### src/rtl/uart_tx_fifo.sv
// UART transmitter fed by a write FIFO. Frames are start, DATA_BITS LSB first,
// an optional parity bit and STOP_BITS stop bits, each bit lasting max(div,2) clocks.
module uart_tx_fifo #(
  parameter int DATA_BITS   = 8,
  parameter int STOP_BITS   = 1,
  parameter int PARITY_MODE = 0,
  parameter int FIFO_DEPTH  = 16,
  parameter int DIV_W       = 16
) (
  input  logic                          clk,
  input  logic                          rst,
  input  logic [DATA_BITS-1:0]          dat,
  input  logic                          val,
  output logic                          rdy,
  input  logic [DIV_W-1:0]              div,
  output logic                          tx,
  output logic                          busy,
  output logic [$clog2(FIFO_DEPTH):0]   level
);

  localparam int AW = $clog2(FIFO_DEPTH);
  localparam int BW = 4;
  localparam logic [AW:0] FULL = (AW+1)'(FIFO_DEPTH);

  typedef enum logic [2:0] {
    IDLE   = 3'd0,
    START  = 3'd1,
    DATA   = 3'd2,
    PARITY = 3'd3,
    STOP   = 3'd4
  } state_t;

  // Handshake: a word is taken on every rising edge where val && rdy; rdy
  // depends only on occupancy, so a pop on the same edge cannot make room.
  logic [DATA_BITS-1:0] mem [FIFO_DEPTH];
  logic [AW-1:0]        wptr_q, rptr_q;
  logic [AW:0]          count_q;
  logic                 push, pop;

  assign rdy   = (count_q != FULL);
  assign push  = val && rdy;
  assign level = count_q;

  always_ff @(posedge clk) begin
    if (push && !rst) mem[wptr_q] <= dat;
  end

  always_ff @(posedge clk) begin
    if (rst) begin
      wptr_q  <= '0;
      rptr_q  <= '0;
      count_q <= '0;
    end else begin
      if (push) wptr_q <= wptr_q + 1'b1;
      if (pop)  rptr_q <= rptr_q + 1'b1;
      case ({push, pop})
        2'b10:   count_q <= count_q + 1'b1;
        2'b01:   count_q <= count_q - 1'b1;
        default: count_q <= count_q;
      endcase
    end
  end

  function automatic logic parity_of(input logic [DATA_BITS-1:0] d);
    case (PARITY_MODE)
      1:       return ^d;
      2:       return ~^d;
      default: return 1'b1;
    endcase
  endfunction

  state_t               state_q, state_d;
  logic [DIV_W-1:0]     cnt_q, cnt_d, div_q, div_d, eff_div;
  logic [BW-1:0]        bit_q, bit_d;
  logic                 stop_q, stop_d;
  logic [DATA_BITS-1:0] shift_q, shift_d;
  logic                 par_q, par_d;
  logic                 tx_q, tx_d;
  logic                 last, load;

  assign eff_div = (div < DIV_W'(2)) ? DIV_W'(2) : div;

  always_ff @(posedge clk) begin
    if (rst) begin
      state_q <= IDLE;
      cnt_q   <= '0;
      div_q   <= '0;
      bit_q   <= '0;
      stop_q  <= 1'b0;
      shift_q <= '0;
      par_q   <= 1'b0;
      tx_q    <= 1'b1;
    end else begin
      state_q <= state_d;
      cnt_q   <= cnt_d;
      div_q   <= div_d;
      bit_q   <= bit_d;
      stop_q  <= stop_d;
      shift_q <= shift_d;
      par_q   <= par_d;
      tx_q    <= tx_d;
    end
  end

  always_comb begin
    state_d = state_q;
    cnt_d   = cnt_q + 1'b1;
    div_d   = div_q;
    bit_d   = bit_q;
    stop_d  = stop_q;
    shift_d = shift_q;
    par_d   = par_q;
    tx_d    = tx_q;
    pop     = 1'b0;
    load    = 1'b0;
    last    = (cnt_q == div_q - 1'b1);
    case (state_q)
      IDLE: begin
        cnt_d = '0;
        tx_d  = 1'b1;
        load  = (count_q != '0);
      end
      START: if (last) begin
        cnt_d   = '0;
        bit_d   = '0;
        state_d = DATA;
        tx_d    = shift_q[0];
        shift_d = shift_q >> 1;
      end
      DATA: if (last) begin
        cnt_d = '0;
        if (bit_q == BW'(DATA_BITS-1)) begin
          if (PARITY_MODE != 0) begin
            state_d = PARITY;
            tx_d    = par_q;
          end else begin
            state_d = STOP;
            tx_d    = 1'b1;
            stop_d  = 1'b0;
          end
        end else begin
          bit_d   = bit_q + 1'b1;
          tx_d    = shift_q[0];
          shift_d = shift_q >> 1;
        end
      end
      PARITY: if (last) begin
        cnt_d   = '0;
        state_d = STOP;
        tx_d    = 1'b1;
        stop_d  = 1'b0;
      end
      STOP: if (last) begin
        cnt_d = '0;
        if (stop_q == 1'(STOP_BITS-1)) begin
          state_d = IDLE;
          tx_d    = 1'b1;
          load    = (count_q != '0);
        end else begin
          stop_d = 1'b1;
        end
      end
      default: begin
        state_d = IDLE;
        tx_d    = 1'b1;
        cnt_d   = '0;
      end
    endcase
    // Taking the next word overrides IDLE/STOP-exit so frames run back-to-back.
    if (load) begin
      pop     = 1'b1;
      shift_d = mem[rptr_q];
      par_d   = parity_of(mem[rptr_q]);
      div_d   = eff_div;
      state_d = START;
      tx_d    = 1'b0;
      cnt_d   = '0;
    end
  end

  assign tx   = tx_q;
  assign busy = (state_q != IDLE) || (count_q != '0);

endmodule

### config.mk
export PLATFORM = sky130hd
export DESIGN_NAME = uart_tx_fifo
export DESIGN_NICKNAME = d
export VERILOG_FILES = /design/src/rtl/uart_tx_fifo.sv
export SDC_FILE = /design/constraint.sdc
export NUM_CORES = 1
export LEC_CHECK = 0
export BUFFER_PORTS_ARGS = -buffer_cell sky130_fd_sc_hd__buf_2
export CORE_MARGIN = 2
export CORE_UTILIZATION = 40
export CTS_CLUSTER_DIAMETER = 100
export CTS_CLUSTER_SIZE = 40
export DETAILED_ROUTE_END_ITERATION = 8
export PLACE_DENSITY_LB_ADDON = 0.2
export REMOVE_ABC_BUFFERS = 1
export SLEW_MARGIN = 20
export SYNTH_ARGS = -nofsm -noshare
export SYNTH_HDL_FRONTEND = slang
export SYNTH_SLANG_ARGS = --single-unit
### constraint.sdc
create_clock -name clk -period 5.21 [get_ports clk]
set_clock_uncertainty 0.1 [all_clocks]
set_input_delay 1.042 -clock clk [delete_from_list [all_inputs] [get_ports clk]]
set_output_delay 1.042 -clock clk [all_outputs]
set_load 0.05 [all_outputs]
Yosys cells after proc, flatten, opt, wreduce, memory -nomap -nowiden
Memories as Yosys holds them, arrays and structs flattened. A register that Yosys moved wholly into a read port is not among the register bits.
Cells that the tools add are included.
- bits in registers: 62
- word-level logic and storage cells: 107
- output and inout bits: 8
- bits in writable memories: 128
- memories: 1
- input port bits: 27
- magnitude comparators: 1
- add/subtract/negate cells: 7
- reductions and logical operators: 20
- muxes and demuxes: 41
- bitwise logic cells: 2
- equality and inequality tests: 24
- memories (memory ; depth ; width ; rd ports ; clocked after memory_dff ; wr ports ; RTL line ; RTL):
    mem ; 16 ; 8 ; 1 ; 1 ; 1 ; 35 ; logic [DATA_BITS-1:0] mem [FIFO_DEPTH];
- operators by type and width (kind ; count):
    two-way mux 8 bit ; 4
    != test 3 bit (second input constant) ; 7
    two-way mux 4 bit ; 5
    two-way mux 1 bit ; 18
    two-way mux 3 bit ; 6
    adder 16 x 1 -> 16 bit (second input constant) ; 1
    == test 16 bit ; 1
    less-than comparator 16 x 2 -> 1 bit (second input constant) ; 1
    two-way mux 16 bit ; 1
    != test 2 bit (second input constant) ; 8
    case mux 8 bit (2 select lines) ; 1
    subtractor 16 x 1 -> 16 bit (second input constant) ; 1
    case mux 3 bit (5 select lines) ; 1
    AND reduction 7 bit ; 2
    adder 4 x 1 -> 4 bit (second input constant) ; 3
    case mux 5 bit (2 select lines) ; 1
    AND reduction 5 bit ; 2
    nonzero test 3 bit ; 3
    case mux 4 bit (2 select lines) ; 1
    AND reduction 4 bit ; 2
    OR reduction 4 bit ; 2
    == test 3 x 2 -> 1 bit (second input constant) ; 2
    adder 5 x 1 -> 5 bit (second input constant) ; 1
    != test 5 bit (second input constant) ; 1
    other kinds (17) ; 20

Longest topological paths before layout
Gate-level depths: netlist (run 1).
- word-level depth: 7
- depth in mapped cells: 22
- gate-level depth less buffers: 18

Least setup slack after synthesis (run 1)
No wires, ideal clock.
- path kind: reg2reg
- from: reg div_q[7]
- to: reg count_q[4] (netlist: level[4])
- buffers on the path: 3
- slack: 463 ps
- data required time: 5040 ps
- library setup time: 70 ps
- data arrival time: 4576 ps
- cell stages (with the launch flop): 20
- clock period less this slack: 4747 ps
- path through: dfxtp_1 -> or4_1 -> buf_2 -> or4_4 -> or4_4 -> nand2_1 -> and4_1 -> a31oi_1 -> clkbuf_1 -> nor2_1 -> ha_1 -> clkbuf_1 -> xor2_1 -> ha_1 -> o21ai_0 -> a21oi_1 -> a21oi_1 -> xor2_1 -> or3_1 -> a21oi_1
- word-level cells in the longest chain between the ends: 7
- elaborated cells between the ends (all ways): 9
- those cells by class: 1 x add/sub; 3 x eq/ne; 4 x mux; 1 x reduce/logical
- RTL lines (element ; RTL line ; RTL):
    start, declared ; 73 ; logic [DIV_W-1:0] cnt_q, cnt_d, div_q, div_d, eff_div;
    start signal, assigned ; 96 ; div_q <= div_d;
    subtractor 16 x 1 -> 16 bit * ; 116 ; last = (cnt_q == div_q - 1'b1);
    == test 16 bit * ; 116 ;
    two-way mux 1 bit * ; 153 ; STOP: if (last) begin
    case mux 1 bit (2 select lines) * ; 117 ; case (state_q)
    named net load ; 79 ; logic last, load;
    two-way mux 1 bit * ; 170 ; if (load) begin
    == test 2 x 1 -> 1 bit / == test 2 bit (equally long branches) ; 56 ; case ({push, pop})
    case mux 5 bit (2 select lines) / nonzero test 2 bit (equally long branches) ; n/a ;
    end signal, assigned ; 57 ; 2'b10: count_q <= count_q + 1'b1;
    end signal, assigned ; 58 ; 2'b01: count_q <= count_q - 1'b1;
    end signal, assigned ; 59 ; default: count_q <= count_q;
    end, declared ; 37 ; logic [AW:0] count_q;
The timed path passes the listed nets; every way through them passes the cells marked *.
A chain may end at the register's enable or synchronous reset.

Worst setup path in the final report (run 1)
Ends and elaborated chain as after synthesis.

==> results.toml, run 1 <==
[routing]
route.final.wire_length_microns = 17900
via_density = 5.52
first_pass_iters = 5
wl_per_cell_microns = 18.5
num_vias = 5358
drc = 0
postRouteAntennaNets = 0
drt_iter0_markers = 305

[placement]
finalWeightedCongestion = 0.826
dpl_worst_slack_ns = 0.609
io_buffers = 34
dp_hpwl_microns = 12600

[power]
max-vdd-ir-drop_v = 0.000269
power-per-cell-area_nw_per_um2 = 535
cellLeakagePower_nw = 3.21

[clock_network]
clock_tree.root_cell = "sky130_fd_sc_hd__clkbuf_16"
path_clk_slew_ns = 0.07
postCtsHoldBufs = 0
cts_post_setup_buffers_inserted = 0
clock_tree.htree_level_count = 4
tritoncts = "built"
post_cts_resized = 0
insertion_delay_ns = 0.44
cts_sinks = 193
number_of_buffers_created_by_cts = 17
cts.path.max_buffers = 2

[grt]
grt_overflow = 0
grt.total_usage = 0.167
grt_pass1_vias = 5321
grt_max_degree = 33
grt_pass1_wl_microns = 28500
antenna_found_initial = 0

[synthesis]
synth-edff-count = 128
netlist_top_cells_area = "sky130_fd_sc_hd__edfxtp_1 45%, sky130_fd_sc_hd__dfxtp_1 15%, sky130_fd_sc_hd__mux4_2 11%"
synth_fa_ha_area_frac = 0.0176
asr_flop_ratio_synth = 0
yosys-mux-area-fraction = 0.118
synthesis.area_per_instance_sq_um = 13.1
post-synth-top-count-cell = "sky130_fd_sc_hd__edfxtp_1"
yosys.cell_types.count = 55
synth_seq_cells = 193
synthSimpleGateAreaFrac = 0.119
post-synth-top-area-fraction = 0.450
combinational_family_with_the_most_area_after_synthesis = "simple AND/OR/NAND/NOR gates"
ys.warnings.count = 0
synthesis.area_sq_um = 8550
synth.top_cells.by_count = "128 x sky130_fd_sc_hd__edfxtp_1, 70 x sky130_fd_sc_hd__nor2_1, 65 x sky130_fd_sc_hd__dfxtp_1"
synthCells = 653
synth.largest_area_cell = "sky130_fd_sc_hd__edfxtp_1"
synthFlopType = "sky130_fd_sc_hd__edfxtp_1"
synth_seq_area_share = 0.602
synth_compound_area_frac = 0.0799
parity_gate_share_of_the_synthesized_area_counting_xor_and_xnor_cells = 0.0400

[floorplan]
core_box_area_sq_um = 21000
boundaryPins = 35
fp.dieH_microns = 150
die_area_sq_um = 22600
initial_core_util = 0.407
chipWidth_microns = 150
placement_rows = 53

[final_layout]
antennaDiodeCount = 0
post_route_cells_drive_above_1_share = 0.190
area.growth.synth_to_final_pct = 12.8
post-route-util = 0.459
final_nets = 722
fillCellCount = 1857

[sta]
rsz0062_at_grt = "false"
final-max-slew-violation-count = 0
finalWorstSetupSlack_ns = 0.585
final.min_clock_period_ns = 4.63
achievable-frequency_ghz = 0.216
final-setup-viol-count = 0
timing_hold_violations_final = 0
relSlewSlack = 0.453
finalCritPeriodShare = 0.888
finalSetupTns_ns = 0
worst_pin_slew_ns = 0.818

[worst_setup_path]
cp_launch_type = "register"
path_class = "register to register"
critical_path_peak_fanout = 9
crit_arrival_ns = 4.89
critPathRequiredTime_ns = 5.48
worst_r2r_startpoint = "div_q[7]$_SDFFE_PP0N_"
worst_setup_path_start = "div_q[7]$_SDFFE_PP0N_"
timing.critical_path.to_type = "register"

[min_path]
worstHoldPathType = "register to register"
timing.hold.worst.start = "bit_q[3]$_SDFFE_PP0P_"

[flow_run]
max_cap_violations = 0

[outcome]
outcome = "finished, final reports clean"
[flip-flops by register name, summed over array words and instances (netlist names), named ones only]
signal / flops
state_q: 3
mem: 128
bit_q: 4
wptr_q: 4
rptr_q: 4
tx: 1
cnt_q: 16
div_q: 16
shift_q: 8
level: 5
[path summary, 6_finish.rpt]
path	to	slack [ns]	cells past startpoint
worst max-delay path	level[4]$_SDFFE_PP0P_	0.58	16
worst min-delay path	bit_q[3]$_SDFFE_PP0P_	0.38	2
worst max register to register	level[4]$_SDFFE_PP0P_	0.58	16
worst min register to register	bit_q[3]$_SDFFE_PP0P_	0.38	2
[metal layers]
layer	GRT usage	wire, microns	vias to the layer above
met5	0	0	-
met4	0.0472	213	0
met3	0.0361	646	19
met2	0.294	9290	108
met1	0.209	7770	2659
li1	-	-	2572
[per-stage QoR]
stage / cells / hold WS, ns / total power [mW] / instance area (sq um)
2_1_floorplan: 616 / 0.337 / 3.34 / 8400
3_3_place_gp: 939 / 0.357 / 3.82 / 9040
3_5_place_dp: 939 / 0.377 / 3.86 / 9040
4_1_cts: 971 / 0.389 / 5.20 / 9640
5_1_grt: 971 / 0.411 / 5.47 / 9640
6_report: 971 / 0.382 / 5.16 / 9640
[layout make-up]
| type | count | area [sq um] | area share |
|---|---|---|---|
| Clock buffer | 18 | 429 | 0.0445 |
| Clock inverter | 14 | 175 | 0.0182 |
| Inverter | 15 | 56.3 | 0.00584 |
| Multi-Input combinational cell | 408 | 3210 | 0.333 |
| Sequential cell | 193 | 5150 | 0.534 |
| Tap cell | 275 | 344 | 0.0357 |
| Timing Repair Buffer | 48 | 275 | 0.0286 |
[cells in the final DEF, fill, tap and decap left out, drive strengths merged, types with 6 or more instances in the layout]
master	instances
a21oi	39
mux4	40
nor2	70
xor2	17
and3	7
mux2i	10
xnor2	22
buf	48
dfxtp	65
clkbuf	18
o21ai	30
or4	7
nand4	8
nand3	31
nor4	8
edfxtp	128
nor3	16
o31ai	6
o2111a	7
inv	25
or3	19
nand2	19
ha	12
[kinds of logic after synthesis]
kind of cell | count (synthesis)
AND/OR/NAND/NOR | 199
buffers and inverters | 52
AO/OA/AOI/OAI | 107
XOR/XNOR | 39
adder cells (fa/ha/maj) | 12
flip-flops | 193
multiplexers | 51
[report_power, final]
group | internal (mW) | leakage (nW) | switching, mW | total, mW
registers | 1.77 | 1.68 | 0.192 | 1.96
clock network | 0.695 | 0.293 | 0.638 | 1.33
logic | 0.790 | 1.23 | 1.08 | 1.87
total | 3.25 | 3.21 | 1.91 | 5.16
[worst max-delay path, cell delays in order (launching register included)]
cell and delay, ns:
sky130_fd_sc_hd__dfxtp_1 0.38, sky130_fd_sc_hd__or4_1 0.66, sky130_fd_sc_hd__or4_4 0.58, sky130_fd_sc_hd__or4_4 0.50
sky130_fd_sc_hd__nand2_1 0.11, sky130_fd_sc_hd__and4_1 0.22, sky130_fd_sc_hd__a31oi_2 0.11, sky130_fd_sc_hd__nor2_1 0.18
sky130_fd_sc_hd__ha_1 0.38, sky130_fd_sc_hd__xor2_1 0.19, sky130_fd_sc_hd__ha_1 0.21, sky130_fd_sc_hd__o21ai_0 0.10
sky130_fd_sc_hd__a21oi_1 0.16, sky130_fd_sc_hd__a21oi_1 0.09, sky130_fd_sc_hd__xor2_1 0.15, sky130_fd_sc_hd__or3_1 0.31
sky130_fd_sc_hd__a21oi_1 0.14
Power figures use the tool's default switching activity.
==> inputs of run 2 (changes only) <==
--- a/config.mk
+++ b/config.mk
@@ -7,7 +7,7 @@
 export LEC_CHECK = 0
 export BUFFER_PORTS_ARGS = -buffer_cell sky130_fd_sc_hd__buf_2
 export CORE_MARGIN = 2
-export CORE_UTILIZATION = 40
+export CORE_UTILIZATION = 36
 export CTS_CLUSTER_DIAMETER = 100
 export CTS_CLUSTER_SIZE = 40
 export DETAILED_ROUTE_END_ITERATION = 8
==> run 2 against run 1 <==
Critical path depth did not move; non-clock buffer count fell by 1; final cell count grew 4.4%; combinational power hardly changed; die area up 11%; total power about the same; flip-flop and latch count is the same; via count rose by 2.8%; sequential share of layout area decreased by 0.29 points; highest routed layer unchanged; first-iteration DRC count up 30%; wire length up 6.8%.
==> results.toml, run 2 (synthesis gave the netlist of run 1 again) <==
[outcome]
outcome = "finished, final reports clean"

[routing]
postRouteAntennaNets = 0
num_vias = 5510
drc = 0
via_density = 5.43
drt_iter0_markers = 396
first_pass_iters = 4
route.final.wire_length_microns = 19100
wl_per_cell_microns = 18.9

[final_layout]
fillCellCount = 2193
area.growth.synth_to_final_pct = 13.4
largestRegisters = "mem (128), cnt_q (16), div_q (16)"
post_route_cells_drive_above_1_share = 0.190
antennaDiodeCount = 0
mostFrequentLayoutCell = "sky130_fd_sc_hd__edfxtp_1"
final_nets = 721
layout.cells.non_filler = 1014
largest_register_ff_count = 128
max_flop_register = "mem"
mostFrequentLayoutCells = "128 x sky130_fd_sc_hd__edfxtp_1, 70 x sky130_fd_sc_hd__nor2_1, 64 x sky130_fd_sc_hd__dfxtp_1, 40 x sky130_fd_sc_hd__mux4_2, 39 x sky130_fd_sc_hd__a21oi_1"

[sta]
final-max-slew-violation-count = 0
finalSetupTns_ns = 0
achievable-frequency_ghz = 0.215
rsz0062_at_grt = "false"
relSlewSlack = 0.348
worst_pin_slew_ns = 0.977
final.min_clock_period_ns = 4.65
final-setup-viol-count = 0
timing_hold_violations_final = 0
finalCritPeriodShare = 0.892

[clock_network]
clock_tree.htree_level_count = 4
path_clk_slew_ns = 0.08
insertion_delay_ns = 0.44
tritoncts = "built"
number_of_buffers_created_by_cts = 17
cts_post_setup_buffers_inserted = 0
clock_tree.root_cell = "sky130_fd_sc_hd__clkbuf_16"
cts_sinks = 193
cts.path.max_buffers = 2
postCtsHoldBufs = 0
post_cts_resized = 0

[floorplan]
boundaryPins = 35
initial_core_util = 0.365
chipWidth_microns = 158
fp.dieH_microns = 158
core_box_area_sq_um = 23400
placement_rows = 56
die_area_sq_um = 25000

[grt]
grt_overflow = 0
antenna_found_initial = 0
grt_max_degree = 41
grt_pass1_wl_microns = 30100
grt_pass1_vias = 5507
grt.total_usage = 0.160

[power]
cellLeakagePower_nw = 3.20
combinationalPowerShare = 0.362
max-vdd-ir-drop_v = 0.000201
swShare = 0.377
power.sequential.fraction = 0.383
power_frac_clock = 0.255
cell_internal_pwr_mw = 3.21
power_switching_mw = 1.95
power-per-cell-area_nw_per_um2 = 532

[flow_run]
max_cap_violations = 0

[worst_setup_path]
crit_arrival_ns = 4.91
timing.critical_path.to_type = "register"
critPathRequiredTime_ns = 5.47
cp_launch_type = "register"
critical_path_peak_fanout = 9
path_class = "register to register"

[placement]
finalWeightedCongestion = 0.854
dp_hpwl_microns = 13200
io_buffers = 34
dpl.cell_count = 982

[min_path]
worstHoldPathType = "register to register"
-- run 2: cell count changes in the layout (fill, tap and decap cells not counted) --
cell                        change
sky130_fd_sc_hd__inv_6          -2
sky130_fd_sc_hd__clkinv_4       +1
sky130_fd_sc_hd__inv_8          -2
sky130_fd_sc_hd__clkinv_8       +4
sky130_fd_sc_hd__bufinv_16      -1
sky130_fd_sc_hd__clkinv_2       +1
sky130_fd_sc_hd__buf_4          -1
sky130_fd_sc_hd__clkbuf_1       -1
-- run 2: metal layers --
layer | part of all wire | track usage | routed length, microns | vias to the layer above
li1 | - | - | - | 2563
met4 | 0.016 | 0.0476 | 305 | 0
met2 | 0.53 | 0.285 | 10100 | 115
met1 | 0.42 | 0.195 | 8080 | 2812
met5 | 0 | 0 | 0 | -
met3 | 0.035 | 0.0315 | 666 | 20
-- run 2: through the flow --
step           area [sq um]  power [mW]  setup slack (ns)  hold slack [ns]   util
4_1_cts                9690        5.21             0.574            0.390  0.414
3_5_place_dp           9080        3.89             0.606            0.374  0.388
5_1_grt                9690        5.46             0.270            0.414  0.414
3_3_place_gp           9080        3.83             0.721            0.354  0.388
6_report               9690        5.16             0.563            0.388  0.414
2_1_floorplan          8400        3.34            0.0654            0.337      -
-- run 2: worst max-delay path: stages (launching register included) --
cell and delay [ns]:
sky130_fd_sc_hd__dfxtp_1 0.38, sky130_fd_sc_hd__or4_1 0.65, sky130_fd_sc_hd__or4_4 0.58, sky130_fd_sc_hd__or4_4 0.50, sky130_fd_sc_hd__nand2_1 0.11, sky130_fd_sc_hd__and4_1 0.24, sky130_fd_sc_hd__a31oi_2 0.12, sky130_fd_sc_hd__nor2_1 0.17
sky130_fd_sc_hd__ha_1 0.39, sky130_fd_sc_hd__xor2_1 0.18, sky130_fd_sc_hd__ha_1 0.20, sky130_fd_sc_hd__o21ai_0 0.09, sky130_fd_sc_hd__a21oi_1 0.17, sky130_fd_sc_hd__a21oi_1 0.10, sky130_fd_sc_hd__xor2_1 0.15, sky130_fd_sc_hd__or3_1 0.31
sky130_fd_sc_hd__a21oi_1 0.14
-- run 2: final timing paths --
kind,start,endpoint,cells past startpoint,slack (ns)
worst max-delay path,div_q[7]$_SDFFE_PP0N_,level[4]$_SDFFE_PP0P_,16,0.56
worst min register to register,tx$_SDFFE_PP1P_,tx$_SDFFE_PP1P_,2,0.39
worst max register to register,div_q[7]$_SDFFE_PP0N_,level[4]$_SDFFE_PP0P_,16,0.56
worst min-delay path,tx$_SDFFE_PP1P_,tx$_SDFFE_PP1P_,2,0.39
-- run 2: power by group through the flow --
stage	clock network (mW)	registers [mW]	logic [mW]
after floorplan	0	2.05	1.29
after global placement	0	2.00	1.83
after detailed placement	0	2.01	1.88
after CTS	1.35	1.98	1.88
after global routing	1.40	2.01	2.05
final	1.32	1.97	1.87
-- run 2: area by class of cell --
class                   count  area (sq um)  share of cell area
repair buffers             47           268              0.0276
inverters                  15          56.3             0.00581
clock inverters            15           184              0.0190
flip-flops and latches    193          5150               0.531
well taps                 319           399              0.0412
multi-input cells         408          3210               0.332
clock buffers              17           425              0.0439
==> inputs of run 3 (changes only) <==
--- a/config.mk
+++ b/config.mk
@@ -11,7 +11,7 @@
 export CTS_CLUSTER_DIAMETER = 100
 export CTS_CLUSTER_SIZE = 40
 export DETAILED_ROUTE_END_ITERATION = 8
-export PLACE_DENSITY_LB_ADDON = 0.2
+export PLACE_DENSITY = 0.56
 export REMOVE_ABC_BUFFERS = 1
 export SLEW_MARGIN = 20
 export SYNTH_ARGS = -nofsm -noshare
==> run 3 against run 2 <==
Final cell count down 0.20%; flip-flop and latch count unchanged; highest routed layer unchanged; core utilization down 0.18 points; die area unchanged; critical path depth unchanged; global-route usage down 0.59 points; first-iteration DRC count down 4.8%; register-to-register slack worse by 0.03 ns; design area down 0.43%; wire length down 4.7%; largest cell class unchanged.
==> results.toml, run 3 (synthesis gave the netlist of run 1 again) <==
[sta]
final-setup-viol-count = 0
finalWorstSetupSlack_ns = 0.531
finalCritPeriodShare = 0.898
final-max-slew-violation-count = 0
achievable-frequency_ghz = 0.214
timing_hold_violations_final = 0
fin_hold_ws_ns = 0.376
relSlewSlack = 0.444
rsz0062_at_grt = "false"
worst_pin_slew_ns = 0.830
finalSetupTns_ns = 0
final.min_clock_period_ns = 4.68

[final_layout]
mostFrequentLayoutCells = "128 x sky130_fd_sc_hd__edfxtp_1, 70 x sky130_fd_sc_hd__nor2_1, 64 x sky130_fd_sc_hd__dfxtp_1, 40 x sky130_fd_sc_hd__mux4_2, 38 x sky130_fd_sc_hd__a21oi_1"
largestRegisters = "mem (128), cnt_q (16), div_q (16)"
post-route-util = 0.412
mostFrequentLayoutCell = "sky130_fd_sc_hd__edfxtp_1"
largest_register_ff_count = 128
antennaDiodeCount = 0
area.growth.synth_to_final_pct = 12.9
max_flop_register = "mem"
final_nets = 719
design_area_sq_um = 9650
layout.cells.non_filler = 1012
post_route_cells_drive_above_1_share = 0.189

[clock_network]
path_clk_slew_ns = 0.07
clock_tree.htree_level_count = 4
cts_sinks = 193
cts.path.max_buffers = 2
insertion_delay_ns = 0.43
post_cts_resized = 0
number_of_buffers_created_by_cts = 17
postCtsHoldBufs = 0
tritoncts = "built"
cts_post_setup_buffers_inserted = 0
clock_tree.root_cell = "sky130_fd_sc_hd__clkbuf_16"

[placement]
dpl.cell_count = 980
dpl_worst_slack_ns = 0.568
placed_cell_area_sq_um = 9070
finalWeightedCongestion = 0.852
dp_hpwl_microns = 12800
io_buffers = 34

[worst_setup_path]
critPathRequiredTime_ns = 5.47
worstRegToRegCells = 16
worstPathBufferInverterCount = 0
worst-r2r-setup-slack_ns = 0.53
critical_path_peak_fanout = 9
critPathMostFrequentCell = "sky130_fd_sc_hd__a21oi_1"
path_class = "register to register"
ordered_cell_list_for_the_critical_path = "or4_1 > or4_4 > or4_4 > nand2_1 > and4_1 > a31oi_2 > nor2_1 > ha_1 > xor2_1 > ha_1 > o21ai_0 > a21oi_1 > a21oi_1 > xor2_1 > or3_1 > a21oi_1"
crit_arrival_ns = 4.94
critPathTopFamily = "simple AND/OR/NAND/NOR gates"
timing.critical_path.slowest_cell_delay_ns = 0.66
critical_path.reg2reg.endpoint = "level[4]$_SDFFE_PP0P_"
timing.critical_path.to_type = "register"
cp_slowest_cell = "sky130_fd_sc_hd__or4_1"
cp_launch_type = "register"
worst_r2r_startpoint = "div_q[7]$_SDFFE_PP0N_"

[grt]
grt.total_usage = 0.154
grt_overflow = 0
antenna_found_initial = 0
groute.layer.met2.usage = 0.275
grt_pass1_vias = 5482
most_heavily_used_metal_layer_in_global_routing = "met2"
groute.layer.met1.usage = 0.184
grt.met3_usage = 0.0353
grt_max_degree = 41
grt_pass1_wl_microns = 29300

[min_path]
min_delay_path_depth = 2
worstHoldPathType = "register to register"
hold_end = "bit_q[3]$_SDFFE_PP0P_"
timing.hold.worst.start = "bit_q[3]$_SDFFE_PP0P_"

[floorplan]
boundaryPins = 35
chipWidth_microns = 158
core_box_area_sq_um = 23400
initial_core_util = 0.365
fp.dieH_microns = 158
placement_rows = 56
die_area_sq_um = 25000

[routing]
drt_iter0_markers = 377
num_vias = 5406
drc = 0
first_pass_iters = 5
wl_per_cell_microns = 18.0
postRouteAntennaNets = 0
via_density = 5.34
route.final.wire_length_microns = 18200

[power]
cellLeakagePower_nw = 3.19
max-vdd-ir-drop_v = 0.000244
total_power_mw = 5.12
power-per-cell-area_nw_per_um2 = 530

[outcome]
outcome = "finished, final reports clean"

[flow_run]
max_cap_violations = 0
==> run 3: worst register-to-register path, stage by stage (launching register included) <==
cell and delay (ns):
sky130_fd_sc_hd__dfxtp_1 0.37, sky130_fd_sc_hd__or4_1 0.66, sky130_fd_sc_hd__or4_4 0.58, sky130_fd_sc_hd__or4_4 0.50, sky130_fd_sc_hd__nand2_1 0.11, sky130_fd_sc_hd__and4_1 0.23
sky130_fd_sc_hd__a31oi_2 0.11, sky130_fd_sc_hd__nor2_1 0.18, sky130_fd_sc_hd__ha_1 0.37, sky130_fd_sc_hd__xor2_1 0.19, sky130_fd_sc_hd__ha_1 0.22, sky130_fd_sc_hd__o21ai_0 0.09
sky130_fd_sc_hd__a21oi_1 0.21, sky130_fd_sc_hd__a21oi_1 0.10, sky130_fd_sc_hd__xor2_1 0.15, sky130_fd_sc_hd__or3_1 0.31, sky130_fd_sc_hd__a21oi_1 0.13
==> run 3: worst max-delay path by stage <==
stage,from,end,slack (ns),depth (start not counted)
floorplan,div_q[0]$_SDFFE_PP0N_,level[4]$_SDFFE_PP0P_,0.07,18
global placement,div_q[7]$_SDFFE_PP0N_,level[4]$_SDFFE_PP0P_,0.70,16
detailed placement,div_q[7]$_SDFFE_PP0N_,level[4]$_SDFFE_PP0P_,0.57,16
CTS,div_q[7]$_SDFFE_PP0N_,level[4]$_SDFFE_PP0P_,0.56,16
global route,div_q[7]$_SDFFE_PP0N_,level[4]$_SDFFE_PP0P_,0.24,16
finish,div_q[7]$_SDFFE_PP0N_,level[4]$_SDFFE_PP0P_,0.53,16
==> run 3: layer usage <==
| metal | vias to the layer above | wire length (microns) |
|---|---|---|
| met5 | - | 0 |
| met4 | 0 | 323 |
| met3 | 25 | 722 |
| met2 | 129 | 9450 |
| met1 | 2690 | 7750 |
| li1 | 2562 | - |
==> run 3: cell type report <==
class / count / area [sq um]
Inverter: 15 / 56.3
Fill cell: 2229 / 13800
Clock buffer: 18 / 429
Sequential cell: 193 / 5150
Timing Repair Buffer: 45 / 253
Clock inverter: 14 / 145
Tap cell: 319 / 399
Multi-Input combinational cell: 408 / 3220
==> run 3: power by group <==
group	internal [mW]	switching, mW
Sequential	1.77	0.197
Combinational	0.787	1.08
Clock	0.676	0.605
